--- src/rtl/reel_speed_sequencer.sv ---
// Drives a reel clock divider through idle -> accelerate -> spin -> decelerate.
// Speed ramps in SPEED_STEP increments once every STEP_CYCLES clocks.
module reel_speed_sequencer #(
  parameter int unsigned BASE_SPEED  = 50_000_000,
  parameter int unsigned MIN_SPEED   = 2,
  parameter int unsigned MAX_SPEED   = 20,
  parameter int unsigned SPEED_STEP  = 2,
  parameter int unsigned STEP_CYCLES = 5_000_000,
  parameter int unsigned SPIN_TICKS  = 30
) (
  input  logic        clk,
  input  logic        rst,
  input  logic        start,
  input  logic        stop_req,
  output logic [31:0] speed,
  output logic        div_rst,
  output logic        busy,
  output logic        spinning,
  output logic        done
);

  if (MIN_SPEED == 0 || MAX_SPEED <= MIN_SPEED || SPEED_STEP == 0 ||
      STEP_CYCLES < 2 || SPIN_TICKS == 0 || MAX_SPEED > BASE_SPEED / 2) begin : g_param_check
    $error("reel_speed_sequencer: illegal parameter set");
  end

  localparam logic [1:0] S_IDLE  = 2'd0;
  localparam logic [1:0] S_ACCEL = 2'd1;
  localparam logic [1:0] S_SPIN  = 2'd2;
  localparam logic [1:0] S_DECEL = 2'd3;

  localparam logic [31:0] C_MIN       = MIN_SPEED;
  localparam logic [31:0] C_MAX       = MAX_SPEED;
  localparam logic [31:0] C_STEP      = SPEED_STEP;
  localparam logic [31:0] C_STEP_LAST = STEP_CYCLES - 1;
  localparam logic [31:0] C_SPIN_LAST = SPIN_TICKS - 1;

  logic [1:0]  r_state;
  logic [31:0] r_speed;
  logic [31:0] r_step_cnt;
  logic [31:0] r_spin_cnt;
  logic        r_stop_pending;
  logic        r_div_rst;
  logic        r_busy;
  logic        r_spinning;
  logic        r_done;

  logic [1:0]  w_state_nxt;
  logic        w_tick;
  logic [32:0] w_accel_sum;
  logic        w_accel_full;
  logic        w_decel_end;
  logic        w_spin_end;

  assign w_tick       = (r_state != S_IDLE) && (r_step_cnt == C_STEP_LAST);
  // 33-bit arithmetic keeps the ramp comparisons safe near the top of the 32-bit range
  assign w_accel_sum  = {1'b0, r_speed} + {1'b0, C_STEP};
  assign w_accel_full = w_accel_sum >= {1'b0, C_MAX};
  assign w_decel_end  = {1'b0, r_speed} <= ({1'b0, C_MIN} + {1'b0, C_STEP});
  assign w_spin_end   = r_stop_pending || (r_spin_cnt == C_SPIN_LAST);

  always_comb begin
    w_state_nxt = r_state;
    case (r_state)
      S_IDLE:  if (start) w_state_nxt = S_ACCEL;
      S_ACCEL: if (w_tick && w_accel_full) w_state_nxt = S_SPIN;
      S_SPIN:  if (w_tick && w_spin_end) w_state_nxt = S_DECEL;
      S_DECEL: if (w_tick && w_decel_end) w_state_nxt = S_IDLE;
      default: w_state_nxt = S_IDLE;
    endcase
  end

  always_ff @(posedge clk) begin
    if (!rst) begin
      r_state        <= S_IDLE;
      r_speed        <= C_MIN;
      r_step_cnt     <= '0;
      r_spin_cnt     <= '0;
      r_stop_pending <= 1'b0;
      r_div_rst      <= 1'b1;
      r_busy         <= 1'b0;
      r_spinning     <= 1'b0;
      r_done         <= 1'b0;
    end else begin
      r_state    <= w_state_nxt;
      r_div_rst  <= (w_state_nxt == S_IDLE);
      r_busy     <= (w_state_nxt != S_IDLE);
      r_spinning <= (w_state_nxt == S_SPIN);
      r_done     <= (r_state == S_DECEL) && (w_state_nxt == S_IDLE);

      if (r_state == S_IDLE || w_tick) r_step_cnt <= '0;
      else                             r_step_cnt <= r_step_cnt + 32'd1;

      case (r_state)
        S_IDLE: begin
          r_speed <= C_MIN;
          if (start) r_stop_pending <= 1'b0;
        end
        S_ACCEL: begin
          // a stop seen here is remembered but the ramp still completes
          if (stop_req) r_stop_pending <= 1'b1;
          if (w_tick) begin
            if (w_accel_full) begin
              r_speed    <= C_MAX;
              r_spin_cnt <= '0;
            end else begin
              r_speed <= w_accel_sum[31:0];
            end
          end
        end
        S_SPIN: begin
          r_speed <= C_MAX;
          if (stop_req) r_stop_pending <= 1'b1;
          if (w_tick && !w_spin_end) r_spin_cnt <= r_spin_cnt + 32'd1;
        end
        S_DECEL: begin
          if (w_tick) begin
            if (w_decel_end) r_speed <= C_MIN;
            else             r_speed <= r_speed - C_STEP;
          end
        end
        default: r_speed <= C_MIN;
      endcase
    end
  end

  assign speed    = r_speed;
  assign div_rst  = r_div_rst;
  assign busy     = r_busy;
  assign spinning = r_spinning;
  assign done     = r_done;

endmodule

--- config.mk ---
export PLATFORM = sky130hd
export DESIGN_NAME = reel_speed_sequencer
export DESIGN_NICKNAME = d
export VERILOG_FILES = /design/src/rtl/reel_speed_sequencer.sv
export SDC_FILE = /design/constraint.sdc
export NUM_CORES = 1
export LEC_CHECK = 0
export BUFFER_PORTS_ARGS = -buffer_cell sky130_fd_sc_hd__buf_2
export CAP_MARGIN = 20
export CORE_MARGIN = 3
export CORE_UTILIZATION = 25
export CTS_CLUSTER_SIZE = 14
export DETAILED_ROUTE_END_ITERATION = 8
export GPL_TIMING_DRIVEN = 0
export PLACE_DENSITY = 0.52
export SLEW_MARGIN = 30
export SYNTH_ARGS = -nofsm -noshare
export SYNTH_HDL_FRONTEND = slang
export SYNTH_SLANG_ARGS = --single-unit
--- constraint.sdc ---
create_clock -name clk -period 4.44 [get_ports clk]
set_input_delay 0.888 -clock clk [delete_from_list [all_inputs] [get_ports clk]]
set_output_delay 0.888 -clock clk [all_outputs]
set_load 0.01 [all_outputs]
==> results.py, run 1 <==
metrics = {
    "timing": {
        "rsz0062_at_grt": "no",
        "hold_violations": 0,
        "slew_headroom_pct": 53.4,
        "period_share_pct": 86.6,
        "max_freq_ghz": 0.260,
        "fin_tns_setup_ns": 0,
        "fin_crit_ns": 3.85,
        "slew_viol_final": 0,
        "worstMarginPinSlew_ns": 0.696,
        "setup_viol": 0,
        "skew_ns": 0.0117,
        "whs_ns": 0.469,
    },
    "worst_setup_path": {
        "reg2reg_slack_ns": 0.59,
        "crit_fanout": 10,
        "path_class": "register to register",
        "critical_path_arrival_ns": 4.11,
        "required_ns": 4.71,
        "critPathLaunchType": "register",
        "r2r_cells": 12,
        "r2r_end": "r_spin_cnt[12]",
        "r2r-start": "speed[2]",
        "endpoint_kind": "register",
    },
    "synth": {
        "synth_nets": 867,
        "ys_seq_area_share_pct": 31.5,
        "synth_cell_types": 71,
        "synth-async-reset-ratio_pct": 0,
        "yosys_warnings": 0,
        "syn_inst": 853,
        "ys_ff_latch": 102,
        "synth_ff_type": "dfxtp_1",
        "netlist_area_um2": 6490,
        "synth_edf_count": 0,
        "syn_area_per_cell_um2": 7.61,
    },
    "clock_network": {
        "clk_pin_slew_worst_paths_ns": 0.08,
        "cts_num_sinks": 102,
        "postCtsResizedCells": 0,
        "cts_buffer_depth": 2,
        "holdBufCountCts": 0,
        "cts_buffers": 9,
        "cts-htree-levels": 3,
        "clockRootBuffer": "clkbuf_16",
        "cts_setup_buffers": 0,
        "cts_tree": "built",
        "clkLatencyLatePin_ns": 0.37,
    },
    "global_routing": {
        "grt_max_degree": 20,
        "track_usage_pct": 14.1,
        "antenna_found_initial": 1,
        "grt_pass1_vias": 6060,
        "grt.overflow.total": 0,
        "grt_pass1_wl_um": 32700,
    },
    "placement": {
        "io_buffers": 38,
        "placed_area_um2": 7100,
        "place_inst": 1221,
        "place_congestion": 0.865,
        "dp_hpwl_um": 14300,
    },
    "route": {
        "postRouteAntennaNets": 0,
        "drc": 0,
        "routed_via_density": 5.27,
        "wl_met3_um": 949,
        "wl_met1_um": 9830,
        "vias": 6521,
        "first_pass_iters": 5,
        "wl_per_cell_um": 16.2,
        "wl_met2_um": 8930,
        "routed_wl_um": 20000,
        "drtIter0Drc": 479,
        "top_layer": "met5",
    },
    "floorplan": {
        "die_x_um": 167,
        "chipHeight_um": 167,
        "rows": 58,
        "core_area_um2": 25300,
        "ios": 40,
        "initial_utilization_pct": 25.6,
        "die-area_um2": 27900,
    },
    "power": {
        "power.density_nw_per_um2": 278,
        "p_leak_nw": 2.62,
        "worst_ir_drop_vdd_mv": 0.169,
    },
    "cells_and_area": {
        "final_layout_size_suffix_gt1_share_pct": 12.7,
        "antenna-diode-count": 0,
        "fin_util_pct": 29.2,
        "stdcell_area_um2": 7390,
        "area_growth_pct": 13.8,
        "fin_nets": 916,
        "multi_input_area_um2": 4040,
        "fill_cells": 2766,
        "seqCellArea_um2": 2040,
        "final_cells": 1237,
    },
    "hold_path": {
        "min_from": "r_step_cnt[0]",
        "holdCritPathClass": "register to register",
        "min_to": "r_step_cnt[0]",
        "whs_path_depth": 1,
    },
    "outcome": {
        "outcome": "finished clean",
    },
    "flow_run": {
        "drv_cap": 0,
    },
}
-- through the flow --
step / setup slack (ns) / total power, mW
finish: 0.594 / 2.05
global route: 0.314 / 2.15
CTS: 0.576 / 2.08
detailed placement: 0.601 / 1.27
global placement: 0.689 / 1.27
floorplan: 1.32 / 1.16
-- cells in the mapped netlist (22+ instances only) --
library cell  number  area (um2)
dfxtp_1          102        2040
nor2_1            99         372
nand2_1           80         300
a21oi_1           51         255
o21ai_0           40         200
nor4_1            33         206
clkbuf_1          32         120
nor3_1            31         155
nand3_1           30         150
nand4_1           27         169
or3_1             26         163
o22ai_1           24         150
inv_1             22        82.6
xor2_1            22         193
-- worst max-delay path, cell delays in order (launching register included) --
cell and delay (ns):
dfxtp_1 0.57, ha_1 0.22, clkbuf_2 0.17, nand4_1 0.38, nor4_1 0.58, xor2_1 0.11, or3_1 0.33, a22o_1 0.29
nor4_2 0.35, buf_4 0.24, buf_4 0.20, nor3_1 0.07, a32o_1 0.23
-- placed cells by master, fill, tap and decap left out, types with 4 or more instances in the layout --
| cell type | netlist | final |
|---|---|---|
| xnor2_1 | 16 | 16 |
| buf_4 | 7 | 7 |
| a21oi_1 | 51 | 51 |
| nor3_1 | 31 | 30 |
| nor4b_1 | 7 | 7 |
| a22oi_1 | 5 | 5 |
| nand3_1 | 30 | 30 |
| clkbuf_2 | 4 | 4 |
| or2_2 | 7 | 7 |
| nand4b_1 | 10 | 10 |
| ha_1 | 10 | 10 |
| clkbuf_16 | 0 | 9 |
| and3_1 | 16 | 16 |
| or4_1 | 6 | 6 |
| o21ai_0 | 40 | 40 |
| nor2_1 | 99 | 99 |
| a2111oi_0 | 15 | 15 |
| inv_1 | 22 | 22 |
| or3_1 | 26 | 26 |
| o22ai_1 | 24 | 24 |
| nand4_2 | 4 | 4 |
| o21a_1 | 6 | 6 |
| nor4_1 | 33 | 33 |
| o32ai_1 | 5 | 5 |
| dfxtp_1 | 102 | 102 |
| clkbuf_1 | 32 | 32 |
| nand3b_1 | 5 | 5 |
| nand2_1 | 80 | 80 |
| nand4_1 | 27 | 27 |
| a211o_1 | 4 | 4 |
| o211ai_1 | 4 | 4 |
| nand2b_1 | 7 | 7 |
| xor2_1 | 22 | 22 |
| buf_6 | 4 | 4 |
| buf_2 | 18 | 56 |
| and4_1 | 7 | 7 |
| and2_1 | 8 | 8 |
-- final cells by class --
type	instances	share of cell area [%]
sequential	102	27.6
clock inverter	7	0.847
clock buffer	9	3.05
tap	330	5.59
multi-input combinational	662	54.6
timing repair buffer	38	2.57
inverter	22	1.12
buffer	67	4.54
-- state kept, by name, indices dropped and copies added, names as in the netlist, 2 cells and up --
register / count
r_step_cnt: 32
r_state: 2
r_spin_cnt: 32
speed: 31
-- cells by family (layout without fill, tap and decap cells) --
group | after synthesis | in the layout | synth area share, %
other | 1 | 1 | 0.0578
xor gates and xnor gates | 38 | 38 | 5.13
adders and majority gates | 10 | 10 | 1.93
AOI/OAI and AO/OA | 189 | 189 | 19.1
DFF | 102 | 102 | 31.5
and+or+nand+nor | 423 | 423 | 35.6
muxes | 1 | 1 | 0.231
buffers and inverters | 89 | 143 | 6.44
-- metal layers --
layer | global-route usage, % | vias to the layer above
li1 | - | 3251
met3 | 2.46 | 21
met5 | 0 | -
met4 | 3.59 | 2
met2 | 22.4 | 150
met1 | 19.8 | 3097
-- how the worst max path moves through the flow --
stage	from	to	slack [ns]
finish	speed[2]	r_spin_cnt[12]	0.59
global placement	speed[2]	speed[3]	0.69
detailed placement	speed[2]	r_spin_cnt[12]	0.60
floorplan	speed[2]	r_spin_cnt[12]	1.32
CTS	speed[2]	r_spin_cnt[12]	0.58
global route	speed[2]	r_spin_cnt[12]	0.31
-- report_power, final --
| part | internal [mW] | leakage [nW] | switching, mW |
|---|---|---|---|
| Sequential | 0.925 | 0.822 | 0.0125 |
| Combinational | 0.0796 | 1.65 | 0.228 |
| Clock | 0.396 | 0.145 | 0.412 |
| Total | 1.40 | 2.62 | 0.653 |
Power figures use the tool's default switching activity.
==> inputs of run 2 (changes only) <==
- CORE_MARGIN: 3 -> 1.5
==> run 2 against run 1 <==
Against the previous run:
- combinational power is essentially flat
- sequential cell count is the same
- sequential power is essentially flat
- first-iteration DRC count shrank 18%
- sequential share of layout area is essentially flat
- utilization is essentially flat
- final area grew 0.10%
- clock skew grew 0.00094 ns
- die area shrank 3.6%
- critical path depth is the same
- highest routed layer is now met4
==> results.py, run 2 (synthesis gave the netlist of run 1 again) <==
metrics = {
    "outcome": {
        "outcome": "finished clean",
    },
    "hold_path": {
        "holdCritPathClass": "register to register",
    },
    "route": {
        "routed_wl_um": 20200,
        "wl_met3_um": 1130,
        "drc": 0,
        "routed_via_density": 5.30,
        "wl_met1_um": 9700,
        "vias": 6562,
        "drtIter0Drc": 395,
        "wl_per_cell_um": 16.4,
        "first_pass_iters": 7,
        "top_layer": "met4",
        "wl_met2_um": 9110,
        "postRouteAntennaNets": 0,
    },
    "worst_setup_path": {
        "cp_cell_sequence": "ha_1 > clkbuf_2 > nand4_1 > nor4_1 > xor2_1 > or3_1 > a22o_1 > nor4_2 > buf_4 > buf_4 > nor3_1 > a32o_1",
        "cp-startpoint": "speed[2]",
        "crit_fanout": 10,
        "cp_num_cells": 12,
        "endpoint_kind": "register",
        "crit_family": "simple AND/OR/NAND/NOR gates",
        "reg2reg_slack_ns": 0.59,
        "critPathCapture": "r_spin_cnt[12]",
        "r2r_end": "r_spin_cnt[12]",
        "critPathLaunchType": "register",
        "critical_path_arrival_ns": 4.10,
        "slowest_delay_ns": 0.59,
        "required_ns": 4.69,
        "cpMaxStageDelayCell": "dfxtp_1",
        "crit_top_cell": "buf_4",
        "r2r_cells": 12,
        "critPathBufInv": 3,
        "path_class": "register to register",
        "r2r-start": "speed[2]",
    },
    "cells_and_area": {
        "area_growth_pct": 13.9,
        "fin_nets": 916,
        "final_layout_size_suffix_gt1_share_pct": 12.7,
        "mostFrequentLayoutCells": "dfxtp_1 (102), nor2_1 (99), nand2_1 (80)",
        "final_common_cell": "dfxtp_1",
    },
    "floorplan": {
        "ios": 40,
        "die_x_um": 164,
        "die-area_um2": 26900,
        "initial_utilization_pct": 25.6,
        "core_area_um2": 25300,
        "rows": 58,
        "chipHeight_um": 164,
    },
    "flow_run": {
        "drv_cap": 0,
    },
    "timing": {
        "max_freq_ghz": 0.260,
        "hold_violations": 0,
        "setup_viol": 0,
        "worstMarginPinSlew_ns": 0.719,
        "whs_ns": 0.459,
        "slew_headroom_pct": 51.8,
        "skew_ns": 0.0126,
        "fin_tns_setup_ns": 0,
        "rsz0062_at_grt": "no",
        "slew_viol_final": 0,
        "period_share_pct": 86.8,
        "fin_crit_ns": 3.85,
    },
    "global_routing": {
        "track_usage_pct": 15.3,
        "grt_pass1_wl_um": 32800,
        "grt.overflow.total": 0,
        "antenna_found_initial": 1,
        "grt_pass1_vias": 6117,
        "grt_max_degree": 19,
    },
    "placement": {
        "place_congestion": 0.843,
        "dp_hpwl_um": 14400,
        "io_buffers": 38,
    },
    "clock_network": {
        "clk_pin_slew_worst_paths_ns": 0.07,
        "cts-htree-levels": 3,
        "clockRootBuffer": "clkbuf_16",
        "holdBufCountCts": 0,
        "cts_buffers": 9,
        "clkLatencyLatePin_ns": 0.37,
        "cts_num_sinks": 102,
        "cts_buffer_depth": 2,
        "postCtsResizedCells": 0,
        "cts_setup_buffers": 0,
        "cts_tree": "built",
    },
    "power": {
        "power.density_nw_per_um2": 278,
        "finalPower_mw": 2.05,
        "p_leak_nw": 2.62,
        "worst_ir_drop_vdd_mv": 0.167,
    },
}
## run 2: how the worst min path moves through the flow
stage | start | end | slack (ns) | cells past startpoint
2_1_floorplan | r_step_cnt[0] | r_step_cnt[0] | 0.43 | 1
3_3_place_gp | r_step_cnt[0] | r_step_cnt[0] | 0.44 | 1
3_5_place_dp | r_step_cnt[0] | r_step_cnt[0] | 0.45 | 1
4_1_cts | r_step_cnt[0] | r_step_cnt[0] | 0.46 | 1
5_1_grt | r_step_cnt[0] | r_step_cnt[0] | 0.48 | 1
6_report | r_step_cnt[0] | r_step_cnt[0] | 0.46 | 1
## run 2: routing by layer
metal	global-route usage [%]	up-vias
met4	4.75	0
li1	-	3258
met3	3.21	20
met1	20.9	3106
met2	24.0	178
met5	0	-
## run 2: metrics by stage
step	instances	setup WS [ns]	cell area, um2	util [%]
floorplan	853	1.32	6490	-
global placement	1221	0.658	7090	28.0
detailed placement	1221	0.626	7100	28.0
CTS	1237	0.608	7390	29.2
global route	1237	0.326	7390	29.2
finish	1238	0.587	7390	29.2
## run 2: cell type report
cell class,count,area (um2)
inverter,22,82.6
tap,330,413
buffer,67,335
clock inverter,6,53.8
clock buffer,10,239
multi-input combinational,662,4040
sequential,102,2040
timing repair buffer,38,190
fill,2734,17900
antenna,1,2.50
## run 2: report_power, final
group	internal (mW)	total, mW	switching (mW)
Sequential	0.925	0.938	0.0126
Combinational	0.0800	0.311	0.231
Clock	0.406	0.805	0.400
